==> src/rtl/countdown_timer_pkg.sv <==
// Shared definitions for the loadable down-counter family.
// Holds the controller state encoding and the default counter width.
package counter_pkg;

    localparam int DEFAULT_N = 4;

    typedef enum logic [1:0] {
        ST_IDLE    = 2'd0,
        ST_RUN     = 2'd1,
        ST_HOLD    = 2'd2,
        ST_EXPIRED = 2'd3
    } state_t;

endpackage

==> src/rtl/countdown_timer.sv <==
// Loadable down-counter with pause/resume, optional auto-reload and a one-cycle Done pulse.
// Decrements on qualified Tick pulses from an external prescaler.
module countdown_timer
    import counter_pkg::*;
#(
    parameter int N           = DEFAULT_N,
    parameter int PRESET      = 9,
    parameter int AUTO_RELOAD = 0
) (
    input  logic         Clock,
    input  logic         Reset,
    input  logic         Tick,
    input  logic         Load,
    input  logic [N-1:0] D,
    input  logic         Start,
    input  logic         Stop,
    output logic [N-1:0] Q,
    output logic         Busy,
    output logic         Done
);

    localparam logic [N-1:0] PRESET_V = N'(PRESET);
    localparam logic [N-1:0] ONE      = N'(1);
    localparam logic [N-1:0] ZERO     = '0;

    state_t       state;
    logic [N-1:0] reload;

    // Start is only honoured when Stop is low: Stop wins a simultaneous request.
    logic start_req;
    assign start_req = Start && !Stop;

    assign Busy = (state == ST_RUN) || (state == ST_HOLD);

    // NOTE: all state here is sequential, so every update uses <= to avoid
    // read-after-write races between registers sampled on the same edge.
    always_ff @(posedge Clock) begin
        Done <= 1'b0;
        if (Reset) begin
            Q      <= PRESET_V;
            reload <= PRESET_V;
            state  <= ST_IDLE;
        end else if (Load) begin
            Q      <= D;
            reload <= D;
            state  <= ST_IDLE;
        end else begin
            unique case (state)
                ST_IDLE, ST_HOLD: begin
                    if (start_req) begin
                        if (Q != ZERO) begin
                            state <= ST_RUN;
                        end else begin
                            state <= ST_EXPIRED;
                            Done  <= 1'b1;
                        end
                    end
                end
                ST_RUN: begin
                    if (Stop) begin
                        state <= ST_HOLD;
                    end else if (Tick) begin
                        if (Q > ONE) begin
                            Q <= Q - ONE;
                        end else if ((AUTO_RELOAD != 0) && (reload != ZERO)) begin
                            Q    <= reload;
                            Done <= 1'b1;
                        end else begin
                            // Saturate at zero rather than wrapping to all-ones.
                            Q     <= ZERO;
                            state <= ST_EXPIRED;
                            Done  <= 1'b1;
                        end
                    end
                end
                ST_EXPIRED: begin
                    if (start_req) begin
                        if (reload != ZERO) begin
                            Q     <= reload;
                            state <= ST_RUN;
                        end else begin
                            Done <= 1'b1;
                        end
                    end
                end
                default: state <= ST_IDLE;
            endcase
        end
    end

endmodule
==> config.mk <==
export PLATFORM = sky130hd
export DESIGN_NAME = countdown_timer
export DESIGN_NICKNAME = d
export VERILOG_FILES = /design/src/rtl/countdown_timer_pkg.sv /design/src/rtl/countdown_timer.sv
export SDC_FILE = /design/constraint.sdc
export NUM_CORES = 1
export LEC_CHECK = 0
export ABC_AREA = 1
export ABC_CLOCK_PERIOD_IN_PS = 3100
export BUFFER_PORTS_ARGS = -buffer_cell sky130_fd_sc_hd__buf_2
export CAP_MARGIN = 20
export CORE_MARGIN = 10
export CORE_UTILIZATION = 55
export CTS_CLUSTER_DIAMETER = 30
export CTS_CLUSTER_SIZE = 10
export DETAILED_ROUTE_END_ITERATION = 7
export MAX_ROUTING_LAYER = met4
export PLACE_DENSITY = 0.89
export REMOVE_ABC_BUFFERS = 1
export SKIP_CTS_REPAIR_TIMING = 1
export SYNTH_ARGS = -nofsm -noshare
export SYNTH_HDL_FRONTEND = slang
export SYNTH_SLANG_ARGS = --single-unit
==> constraint.sdc <==
create_clock -name Clock -period 3.1 [get_ports Clock]
set_input_delay 0.62 -clock Clock [delete_from_list [all_inputs] [get_ports Clock]]
set_output_delay 0.62 -clock Clock [all_outputs]
set_load 0.01 [all_outputs]
# ---- Word-level counts from Yosys, hierarchy flattened
# Index checks and enable logic that the tools add are counted.
# Widths: inputs -> output; s select.
dict set report totals {
  ff_bits 11
  latch_bits 0
  mem_bits_rw 0
  rom_bits 0
  in_bits 10
  output_inout_bits 6
  word_cells 52
  n_memories 0
}
dict set report op_classes {
  n_addsub 1
  multipliers 0
  div_mod_pow 0
  magnitude_cmp 1
  n_eq_ne 12
  shift 0
  muxes 23
  n_bitwise 0
  n_reduce_logical 11
}
# operator n
set op_table {}
lappend op_table {{$mux 4} 6}
lappend op_table {{$ne 3x3->1 const B} 6}
lappend op_table {{$mux 2} 7}
lappend op_table {{$reduce_and 5->1} 2}
lappend op_table {{$pmux 4 s2} 1}
lappend op_table {{$reduce_bool 4->1} 2}
lappend op_table {{$mux 1} 7}
lappend op_table {{$ne 2x2->1 const B} 3}
lappend op_table {{$pmux 2 s3} 1}
lappend op_table {{$eq 2x2->1 const B} 2}
lappend op_table {{$gt 4x1->1 const B} 1}
lappend op_table {{$reduce_or 2->1} 2}
lappend op_table {{$sub 4x1->4 const B} 1}
lappend op_table {{$pmux 1 s3} 1}
lappend op_table {{$reduce_bool 3->1} 1}
lappend op_table {{$eq 2x1->1 const B} 1}
lappend op_table {{$logic_not 2->1} 1}
lappend op_table {{$logic_and 1x1->1} 1}
lappend op_table {{$logic_not 1->1} 1}
lappend op_table {{$logic_or 1x1->1} 1}

# ---- Logic depth before layout (Yosys ltp)
dict set report logic_depth {
  word_depth 6
  mapped_depth 11
  depth_no_buf 11
}

# ---- Least setup slack after synthesis
# Ideal clock, no wire load.
dict set report synth_path {
  path_type {register to output}
  start {register state[0]}
  end {output Busy}
  t_arrival_ns 0.722
  t_required_ns 2.480
  path_slack_ns 1.758
  stages_incl_launch_ff 3
  path_buffers 0
  path_cell_list {dfxtp_1 > inv_1 > ha_1}
}
dict set report synth_between {
  elab_chain_cells 2
  word_cells_on_any_way 3
  cone_classes {eq/ne (2); reduce/logical (1)}
}
# element line
set synth_rtl {}
lappend synth_rtl {{from (decl)} countdown_timer.sv:26} ;# state_t state;
lappend synth_rtl {{from (signal assigned)} countdown_timer.sv:42} ;# state <= ST_IDLE;
lappend synth_rtl {{from (signal assigned)} countdown_timer.sv:46} ;# state <= ST_IDLE;
lappend synth_rtl {{from (signal assigned)} countdown_timer.sv:52} ;# state <= ST_RUN;
lappend synth_rtl {{$eq 2x1->1 or $eq 2x2->1 (tied branches)} countdown_timer.sv:33} ;# assign Busy = (state == ST_RUN) || (state == ST_HOLD);
lappend synth_rtl {{$logic_or 1x1->1 (*)} countdown_timer.sv:33}
lappend synth_rtl {{to (decl)} countdown_timer.sv:18} ;# output logic Busy,
# Every way passes the cells marked *; elsewhere a longest branch is shown, timed or not.

# ---- Worst setup path after layout
# Same ends and word-level chain as after synthesis.

==> summary.md <==
| Metric | Value |
|---|---|
| Clk sinks | `11` |
| Initial Util | `between 60% and 70%` |
| CORE AREA | `~1400 um2` |
| Drt via density | `~5.1` |
| Hold Violations, Final | `0` |
| Worst Path Required | `between 2 and 2.5 ns` |
| Adder-cell share of the synthesized area | `under 10%` |
| CP Launch Type | `register` |
| Outcome | `finished clean` |
| Commonest non-fill, non-tap cells in the layout | `nand2_1, inv_1, nand3_1, buf_2, nor2_1` |
| Worst skew pair latency | `0.27 ns` |
| Worst-case clock buffer depth | `2` |
| Vias in the first global route | `approximately 780` |
| Site row count | `13` |
| Drc violations | `0` |
| WP buf/inv | `2` |
| Synth Area in Simple Gates | `a little over two fifths` |
| Tmin final | `around 1.8 ns` |
| Max FO, Critical Path | `3` |
| Slew @ Worst Pin | `0.366 ns` |
| Gr usage total | `between 10% and 20%` |
| Number of top-level pins | `16` |
| Total Wirelength | `between 1.5 and 2 mm` |
| Setup CP Type | `reg2out` |
| Hpwl dp | `1.47 mm` |
| CTS Buf Count | `3` |
| CTS tree | `done` |
| 1st-iter DRT viols | `34` |
| Clk slew on worst S/H paths | `~0.07 ns` |
| Fin area | `around 900 um2` |
| CTS H-tree depth | `1` |
| Synthesis Warnings | `0` |
| Worst relative slew slack | `approximately 76%` |
| Placed Cells incl. Taps | `around 160` |
| Critical Path Sink Type | `output pin` |
| Layout area overhead | `12.1%` |
| First-pass GRT wire length | `~3.0 mm` |
| Mux contribution to synthesized area | `0%` |
| Pwr/cell area | `384 nW/um2` |
| Dpl cell area | `890 um2` |
| DIE AREA | `roughly 3400 um2` |
| Largest area contributor in the netlist | `dfxtp_1` |
| Largest family of logic cells by synthesized area | `simple AND/OR/NAND/NOR gates` |
| Largest net degree at the start of global routing | `9` |
| Root Buffer | `clkbuf_4` |
| Post-DRT Antenna Nets | `0` |
| Worst hold path type | `reg2reg` |
| Top delay family on crit path | `flip-flops` |
| Post-Synth XOR/XNOR Area | `0%` |
| Leak | `0.513 nW` |
| RSZ-0062 raised after global routing | `false` |
| Final non-filler cell total | `between 150 and 200` |
| Fmax | `approximately 570 MHz` |
| Seq cells post-synth | `11` |
| Final setup viols | `0` |
| Compound-Gate Fraction of Synth Area | `around 5.4%` |
| Via count | `between 800 and 900` |
| Most common cell after layout, fill and taps aside | `nand2_1` |
| WL per Instance | `around 11 um` |
| Max incr delay on CP | `0.36 ns` |
| Max-cap viol count | `0` |
| Period utilization | `between 50% and 60%` |
| Die Width | `between 50 and 60 um` |
| R2R Setup Slk | `roughly 1.7 ns` |
| Clock Skew | `~0.0017 ns` |
| Iteration count of the initial detailed-routing pass | `4` |
| Fin Setup TNS | `0 ns` |
| Worst path cell trace | `inv_1 > ha_1 > buf_2` |
| Die Y | `58.6 um` |
| Post-layout util | `67.9%` |
| Top cells by area, synth | `dfxtp_1, nand2_1, inv_1` |
| GRT overflow | `0` |
| Synth Instances | `127` |
| Mapped cell area | `a little over 800 um2` |
| Port Buffers | `15` |
| Initial antenna violation count | `0` |
| Distinct cells, synth | `19` |
| Antenna cells | `0` |
| Maximum vdd drop | `between 0.2 and 0.3 mV` |
| Max Transition Viols Final | `0` |
| Sequential area share after synthesis | `between 20% and 30%` |
| Overall power | `roughly 350 uW` |
| Critical-path top delay cell | `dfxtp_1` |
| Mean Syn Cell Area | `about 6.4 um2` |
| Top cell type's share of synthesized area | `roughly 27%` |
| Share of cells above drive strength 1 | `23.6%` |
| Placer congestion estimate | `between 0.8 and 0.9` |
| CP arrival | `roughly 1.1 ns` |
| Fin nets | `161` |
[cells by family after synthesis]
kind of cell             Yosys count
AND/OR/NAND/NOR                   75
buffers and inverters             27
flip-flops                        11
adder cells (fa/ha/maj)            6
AO/OA/AOI/OAI                      8
[layer usage]
metal / GRT usage [%] / up-vias / wire length [um] / share of wire, %
met5: - / - / 0 / 0
met4: 5.25 / 0 / 8 / 0.46
met3: 5.79 / 2 / 111 / 6.4
met2: 16.5 / 23 / 812 / 47
met1: 12.0 / 358 / 805 / 46
li1: - / 426 / - / -
[cell type report]
type | count | area [um2]
inverter | 25 | 98.8
fill | 121 | 433
tap | 15 | 18.8
timing repair buffer | 15 | 75.1
sequential | 11 | 220
clock buffer | 3 | 22.5
multi-input combinational | 89 | 477
clock inverter | 1 | 5.00
[cells in the mapped netlist]
| master | number |
|---|---|
| a21boi_1 | 1 |
| a21oi_1 | 3 |
| buf_6 | 2 |
| dfxtp_1 | 11 |
| ha_1 | 6 |
| inv_1 | 21 |
| inv_2 | 3 |
| inv_6 | 1 |
| nand2_1 | 36 |
| nand2_2 | 2 |
| nand2_4 | 1 |
| nand3_1 | 15 |
| nand3_2 | 3 |
| nand3_4 | 1 |
| nand4_1 | 1 |
| nor2_1 | 12 |
| nor2_2 | 4 |
| o21ai_1 | 3 |
| o22ai_1 | 1 |
[per-stage QoR]
step | hold WS [ns] | setup WS (ns)
global placement | 0.469 | 1.66
finish | 0.491 | 1.34
floorplan | 0.448 | 1.76
detailed placement | 0.475 | 1.63
CTS | 0.492 | 1.32
global route | 0.507 | 1.25
[worst paths after layout]
kind              from   endpoint  depth (start not counted)
max           state[0]       Busy                          3
max reg2reg       Q[0]       Q[0]                         11
min reg2reg  reload[2]  reload[2]                          2
min          reload[2]  reload[2]                          2
[worst register-to-register path, cell delays in order, from the launching register on]
cell and delay [ns]:
dfxtp_1 0.40, inv_1 0.10, ha_1 0.23, inv_1 0.07
nand2_1 0.07, nand2_1 0.08, inv_1 0.07, nor2_2 0.11
nand2_1 0.07, nand2_1 0.06, nand2_1 0.05, nand3_1 0.06
[sequential cells by signal, indices dropped and copies added, names as in the netlist]
signal and cells:
state 2, reload 4, Done 1, Q 4
[power by group]
part	internal, mW	switching [mW]	total [mW]
Combinational	0.0363	0.0576	0.0938
Clock	0.0478	0.0503	0.0981
Sequential	0.151	0.00938	0.160
Total	0.235	0.117	0.352
Power figures use the tool's default switching activity.
